$ cat src/rtl/rvj1_ifu.sv
`default_nettype none
// ---------------------------------------------------------------------------
// rvj1_ifu : instruction fetch unit, req/gnt/rvalid fetch into a small FIFO
// Revision : 1.0
// ---------------------------------------------------------------------------
module rvj1_ifu #(
  parameter int FIFO_DEPTH = 2
) (
  input  logic        clk_i,
  input  logic        rstn_i,
  input  logic        jmp_addr_valid_i,
  input  logic [31:0] jmp_addr_i,
  input  logic        stall_i,
  input  logic        flush_i,
  output logic        imem_req_o,
  output logic [31:0] imem_addr_o,
  input  logic        imem_gnt_i,
  input  logic        imem_rvalid_i,
  input  logic [31:0] imem_rdata_i,
  output logic [31:0] instr_o,
  output logic [31:0] instr_addr_o,
  output logic        instr_issued_o
);

  localparam int CNT_W = $clog2(FIFO_DEPTH + 1);
  localparam int PTR_W = (FIFO_DEPTH > 1) ? $clog2(FIFO_DEPTH) : 1;

  typedef enum logic [0:0] {
    eIDLE  = 1'b0,
    eFETCH = 1'b1
  } state_e;

  state_e           state_q;
  logic [31:0]      fetch_pc_q;
  logic [31:0]      resp_pc_q;
  logic [CNT_W-1:0] outstanding_q, outstanding_d;
  logic [CNT_W-1:0] discard_q, discard_d;
  logic [CNT_W-1:0] count_q, count_d;
  logic [PTR_W-1:0] rd_ptr_q, wr_ptr_q;
  logic [31:0]      data_q [FIFO_DEPTH];
  logic [31:0]      addr_q [FIFO_DEPTH];

  logic [CNT_W:0]   w_occ;
  logic [31:0]      w_target;
  logic             w_req, w_acc, w_rv, w_drop, w_push, w_pop, w_empty, w_clear;
  logic             w_unused;

  function automatic logic [PTR_W-1:0] ptr_inc(input logic [PTR_W-1:0] p);
    return (p == PTR_W'(FIFO_DEPTH - 1)) ? '0 : p + 1'b1;
  endfunction

  assign w_target = {jmp_addr_i[31:2], 2'b00};
  assign w_unused = ^jmp_addr_i[1:0];
  assign w_clear  = jmp_addr_valid_i || flush_i;
  assign w_empty  = (count_q == '0);

  // Outstanding and buffered words together never exceed the FIFO, so every
  // response that is kept always has a free slot.
  assign w_occ = {1'b0, outstanding_q} + {1'b0, count_q};
  assign w_req = (state_q == eFETCH) && !jmp_addr_valid_i &&
                 (w_occ < (CNT_W + 1)'(FIFO_DEPTH));
  assign w_acc = w_req && imem_gnt_i;

  // A response with nothing outstanding is a leftover from before reset.
  assign w_rv   = imem_rvalid_i && (outstanding_q != '0);
  assign w_drop = w_rv && (jmp_addr_valid_i || (discard_q != '0));
  assign w_push = w_rv && !w_drop && !flush_i;

  assign instr_issued_o = !w_empty && !flush_i && !jmp_addr_valid_i;
  assign w_pop          = instr_issued_o && !stall_i;

  assign imem_req_o   = w_req;
  assign imem_addr_o  = fetch_pc_q;
  assign instr_o      = w_empty ? '0 : data_q[rd_ptr_q];
  assign instr_addr_o = w_empty ? '0 : addr_q[rd_ptr_q];

  always_comb begin
    outstanding_d = outstanding_q;
    if (w_acc && !w_rv) begin
      outstanding_d = outstanding_q + 1'b1;
    end else if (!w_acc && w_rv) begin
      outstanding_d = outstanding_q - 1'b1;
    end
  end

  always_comb begin
    discard_d = discard_q;
    if (jmp_addr_valid_i) begin
      discard_d = w_rv ? outstanding_q - 1'b1 : outstanding_q;
    end else if (w_drop) begin
      discard_d = discard_q - 1'b1;
    end
  end

  always_comb begin
    count_d = count_q;
    if (w_clear) begin
      count_d = '0;
    end else if (w_push && !w_pop) begin
      count_d = count_q + 1'b1;
    end else if (!w_push && w_pop) begin
      count_d = count_q - 1'b1;
    end
  end

  always_ff @(posedge clk_i or negedge rstn_i) begin
    if (!rstn_i) begin
      state_q       <= eIDLE;
      fetch_pc_q    <= '0;
      resp_pc_q     <= '0;
      outstanding_q <= '0;
      discard_q     <= '0;
      count_q       <= '0;
      rd_ptr_q      <= '0;
      wr_ptr_q      <= '0;
    end else begin
      outstanding_q <= outstanding_d;
      discard_q     <= discard_d;
      count_q       <= count_d;
      if (jmp_addr_valid_i) begin
        state_q    <= eFETCH;
        fetch_pc_q <= w_target;
        resp_pc_q  <= w_target;
      end else begin
        if (w_acc) begin
          fetch_pc_q <= fetch_pc_q + 32'd4;
        end
        if (w_push) begin
          resp_pc_q <= resp_pc_q + 32'd4;
        end
      end
      if (w_clear) begin
        rd_ptr_q <= '0;
        wr_ptr_q <= '0;
      end else begin
        if (w_push) begin
          wr_ptr_q <= ptr_inc(wr_ptr_q);
        end
        if (w_pop) begin
          rd_ptr_q <= ptr_inc(rd_ptr_q);
        end
      end
    end
  end

  // Storage needs no reset: the head is masked to zero while the FIFO is empty.
  always_ff @(posedge clk_i) begin
    if (w_push) begin
      data_q[wr_ptr_q] <= imem_rdata_i;
      addr_q[wr_ptr_q] <= resp_pc_q;
    end
  end

endmodule
`default_nettype wire
$ cat config.mk
export PLATFORM = sky130hd
export DESIGN_NAME = rvj1_ifu
export DESIGN_NICKNAME = d
export VERILOG_FILES = /design/src/rtl/rvj1_ifu.sv
export SDC_FILE = /design/constraint.sdc
export NUM_CORES = 1
export LEC_CHECK = 0
export ABC_CLOCK_PERIOD_IN_PS = 6260
export CORE_MARGIN = 3
export CORE_UTILIZATION = 52
export CTS_BUF_LIST = sky130_fd_sc_hd__clkbuf_16
export DETAILED_ROUTE_END_ITERATION = 8
export GPL_ROUTABILITY_DRIVEN = 0
export GPL_TIMING_DRIVEN = 0
export PLACE_DENSITY = 0.86
export SKIP_LAST_GASP = 1
export SYNTH_ARGS = -nofsm -noshare
export SYNTH_HDL_FRONTEND = slang
export SYNTH_SLANG_ARGS = --single-unit
$ cat constraint.sdc
create_clock -name clk_i -period 6.26 [get_ports clk_i]
set_input_delay 0.939 -clock clk_i [delete_from_list [all_inputs] [get_ports clk_i]]
set_output_delay 0.939 -clock clk_i [all_outputs]
set_load 0.01 [all_outputs]
==> flow_results.org <==
** Synthesis
- Synthesis Warnings :: 0
- Synthesized area per cell :: 12.3 um2
- Top flip-flop cell by instance count after synthesis :: edfxtp_1
- Count of mapped cells out of synthesis :: 704
- Post-synthesis register bit count :: 193
- For this run, the register share of the synthesized area comes to 0.631.
- Counting distinct cell types in the post-synthesis netlist gives 57.
- The cell area that synthesis handed to floorplanning was 8640 um2.
- Post-synth ARST share :: 0.358
- Yosys mapped a number of flops with a built-in enable equal to 124.

** Place
- Including well taps, the total number of placed cells is 1087.
- Number of buffers inserted by port buffering :: 162
- Setup slack at placement :: 2680 ps
- Final HPWL from detailed placement :: 14.4 mm

** CTS
- CTS tree :: built
- The tree is rooted in a clkbuf_16.
- The clock tree synthesis step divided the H-tree into 4 levels.
- Buffers added to address setup during post-CTS repair amount to 0.
- Buffers inserted to repair hold after CTS numbered 0.
- Clock slew at reported path FFs :: 70 ps
- Clock latency at the later pin of the worst-skew pair :: 430 ps
- For this design, the sink count on the clock tree is 193.
- Post-CTS resize count :: 0
- Buffers from clock root to sink, at most :: 2
- Num CTS Buffers :: 17

** Timing
- Setup repair after global routing missed its margin :: false
- Max-Slew Margin vs Limit :: 0.399
- Final slew viol count :: 0
- Final period utilization :: 0.600
- Measured slew at the worst slew-check pin :: 902 ps
- Setup slack closes at 2510 ps.
- Timing-limited maximum frequency :: 0.266 GHz
- In the final timing run, aggregate negative setup slack is 0 ps.
- Worst clock skew :: 9.68 ps
- Total count of hold-check failures in the final report :: 0
- Shortest clock period the worst path allows after layout :: 3750 ps
- Final setup fails :: 0

** Cells and area
- After the flow finishes, the layout carries non-filler instances totaling 1119.
- The filler cells instantiated in the layout total 1120.
- Compared with the post-synthesis result, the final layout area differs by 29.4%.
- Of the cells placed in the final design, the portion with a size suffix greater than 1 is 0.0753.
- Number of nets in the finished design :: 967
- Antenna diodes :: 0

** Drt
- Detailed Routing Iterations Pass 1 :: 5
- Top Metal Used :: met4
- The first routing iteration left 502 violations.
- Summed over all layers, the routed wires come to 20.6 mm.
- Number of routed nets with antenna violations :: 0
- The routed layout has 6599 vias.
- Wire segments on met3 add up to 1.83 mm in the final route.
- In the routed design, unresolved DRC markers number 0.
- The routed design uses 9.62 mm of met2 wire.
- Using the TritonRoute via totals, the vias-per-cell ratio works out to 5.90.
- Dividing the detail-routed wire length by the instance count gives 18.4 um.
- For this block, wires on met1 add up to 8.68 mm.

** Global route
- Initial antenna violation count :: 0
- Entering global routing, the biggest net connects 70 pins.
- Number of global-route vias before repair :: 6337
- Overall fraction of global-route tracks in use :: 0.228
- The first global-routing pass estimated 32.6 mm of wire.
- Grt ovf :: 0

** Die
- IO Pins :: 169
- Overall die height :: 135 um
- The region available for standard cell placement spans 16100 um2.
- The die is 135 um wide.
- In this run the core area contains 46 standard-cell rows.
- Full die area :: 18200 um2
- Initial core utilization :: 0.538

** Critical path
- Critical path launch point :: rd_ptr_q$_DFFE_PN0P_
- Data on the critical path arrives at its endpoint at 2820 ps.
- For this design, the slowest cell found on the critical path is buf_1.
- Cells on worst reg2reg path :: 10
- Largest incremental delay on the critical path :: 640 ps
- Startpoint-to-endpoint class of the critical path :: reg2out
- Worst path top cell family by delay :: buffers and inverters
- The critical path runs through a total of 5 cells.
- Worst endpoint required time :: 5320 ps
- Worst Setup Start Kind :: flop
- STA classifies the critical path endpoint as an output pin.
- Counting both buffers and inverters, the worst setup path holds a total of 3.
- RR Startpoint :: count_q[0]$_DFFE_PN0P_
- Worst-path cell chain :: clkbuf_1 -> buf_1 -> mux2i_1 -> nor2_1 -> clkdlybuf4s50_1
- Max Fanout on Critical Path :: 10

** Power
- The analysis attributes to cell leakage a power of 0.00385 uW.
- Worst supply voltage drop on vdd :: 0.189 mV
- Power spread over the standard cell area amounts to 280 nW/um2.
- Summing internal, switching and leakage power gives 3130 uW.

** Hold path
- Hold path depth :: 0
- Class of the worst hold path :: reg2reg
- In this run the most critical hold path is launched from resp_pc_q[8]$_DFFE_PN0P_.

** Job
- Max-cap violations in this run came to 0.

** Status
- Run status :: finished, final reports clean
[cells in the mapped netlist, types with 6 or more instances]
master	number	share of area
a21oi_1	10	0.0058
and3_1	11	0.0080
buf_1	6	0.0026
buf_2	6	0.0035
clkbuf_1	17	0.0074
dfrtp_1	69	0.20
edfxtp_1	124	0.43
inv_1	14	0.0061
mux2i_1	63	0.073
nand2_1	66	0.029
nand3_1	31	0.018
nand4_1	21	0.015
nor2_1	93	0.040
o211ai_1	30	0.026
o21ai_0	25	0.014
o311ai_0	23	0.023
o311ai_1	9	0.0091
or3_1	6	0.0043
xor2_1	10	0.010
[report_power, final]
| group | internal (uW) | leakage (uW) | switching, uW |
|---|---|---|---|
| Sequential | 1460 | 0.00196 | 102 |
| Clock | 585 | 0.000294 | 474 |
| Combinational | 252 | 0.00160 | 264 |
| Total | 2290 | 0.00385 | 840 |
[final timing paths]
| check | endpoint | slack (ps) |
|---|---|---|
| worst min register to register | addr_q[1][8]$_DFFE_PP_ | 480 |
| worst max register to register | imem_addr_o[13]$_DFFE_PN0P_ | 3500 |
| max in group asynchronous | count_q[0]$_DFFE_PN0P_ | 5030 |
| worst min-delay path | addr_q[1][8]$_DFFE_PP_ | 480 |
| worst max-delay path | instr_o[20] | 2510 |
| min in group asynchronous | imem_addr_o[31]$_DFFE_PN0P_ | 620 |
[cell families after synthesis]
| logic type | Yosys count | share of synthesized area |
|---|---|---|
| AOI/OAI and AO/OA | 112 | 0.0921 |
| xor gates and xnor gates | 14 | 0.0142 |
| adders and majority gates | 6 | 0.00956 |
| buffers and inverters | 50 | 0.0248 |
| DFF | 193 | 0.631 |
| muxes | 65 | 0.0756 |
| other | 1 | 0.000434 |
| and+or+nand+nor | 263 | 0.153 |
[metrics by stage]
stage / util / instance area, um2 / hold WS (ps)
6_report: 0.696 / 11200 / 479
5_1_grt: 0.696 / 11200 / 505
4_1_cts: 0.696 / 11200 / 480
3_5_place_dp: 0.659 / 10600 / 455
3_3_place_gp: 0.657 / 10500 / 449
2_1_floorplan: - / 8650 / 437
[cell type report]
cell class,count,area [um2],share of cell area
Buffer,34,154,0.0138
Timing Repair Buffer,164,1660,0.148
Tap cell,216,270,0.0242
Sequential cell,193,5450,0.488
Multi-Input combinational cell,464,3000,0.268
Clock buffer,20,500,0.0448
Clock inverter,12,86.3,0.00772
Inverter,16,60.1,0.00537
[worst reg2reg max path, cell delays in order, from the launching register on]
cell and delay (ps):
dfrtp_1 410, inv_1 100, nor2_1 120, fa_1 470, nor4b_4 550, nand2_4 190
inv_2 120, buf_4 200, nand2_2 140, o211ai_1 210, o311ai_1 130
[registers in the layout, indices dropped and copies added (netlist names), 2 cells and up]
name and cells:
data_q 64, addr_q 60, imem_addr_o 30, resp_pc_q 30, count_q 2, discard_q 2, outstanding_q 2
[per-layer routing]
layer,GRT usage,up-vias
met1,0.315,3144
met2,0.362,390
met5,0,-
met3,0.0514,47
li1,-,3018
met4,0.0741,0
[layout by cell type, fill, tap and decap left out, types with 3 or more instances in the layout]
master	count
inv_1	14
nand4_1	21
and3_1	11
o21ai_0	25
edfxtp_1	124
clkdlybuf4s50_1	161
o211ai_1	30
conb_1	4
or3_1	6
xnor2_1	4
ha_1	5
inv_6	5
o311ai_1	9
buf_4	6
nor4_1	3
or2_2	3
buf_1	6
xor2_1	10
o311ai_0	23
a31oi_1	4
nor2_1	92
a21oi_1	10
clkbuf_1	17
nand4_2	3
buf_2	6
nand2_1	66
clkbuf_16	20
nor3_1	4
nand3_1	31
and4_1	3
mux2i_1	63
dfrtp_1	69
(Power assumes the default switching activity.)
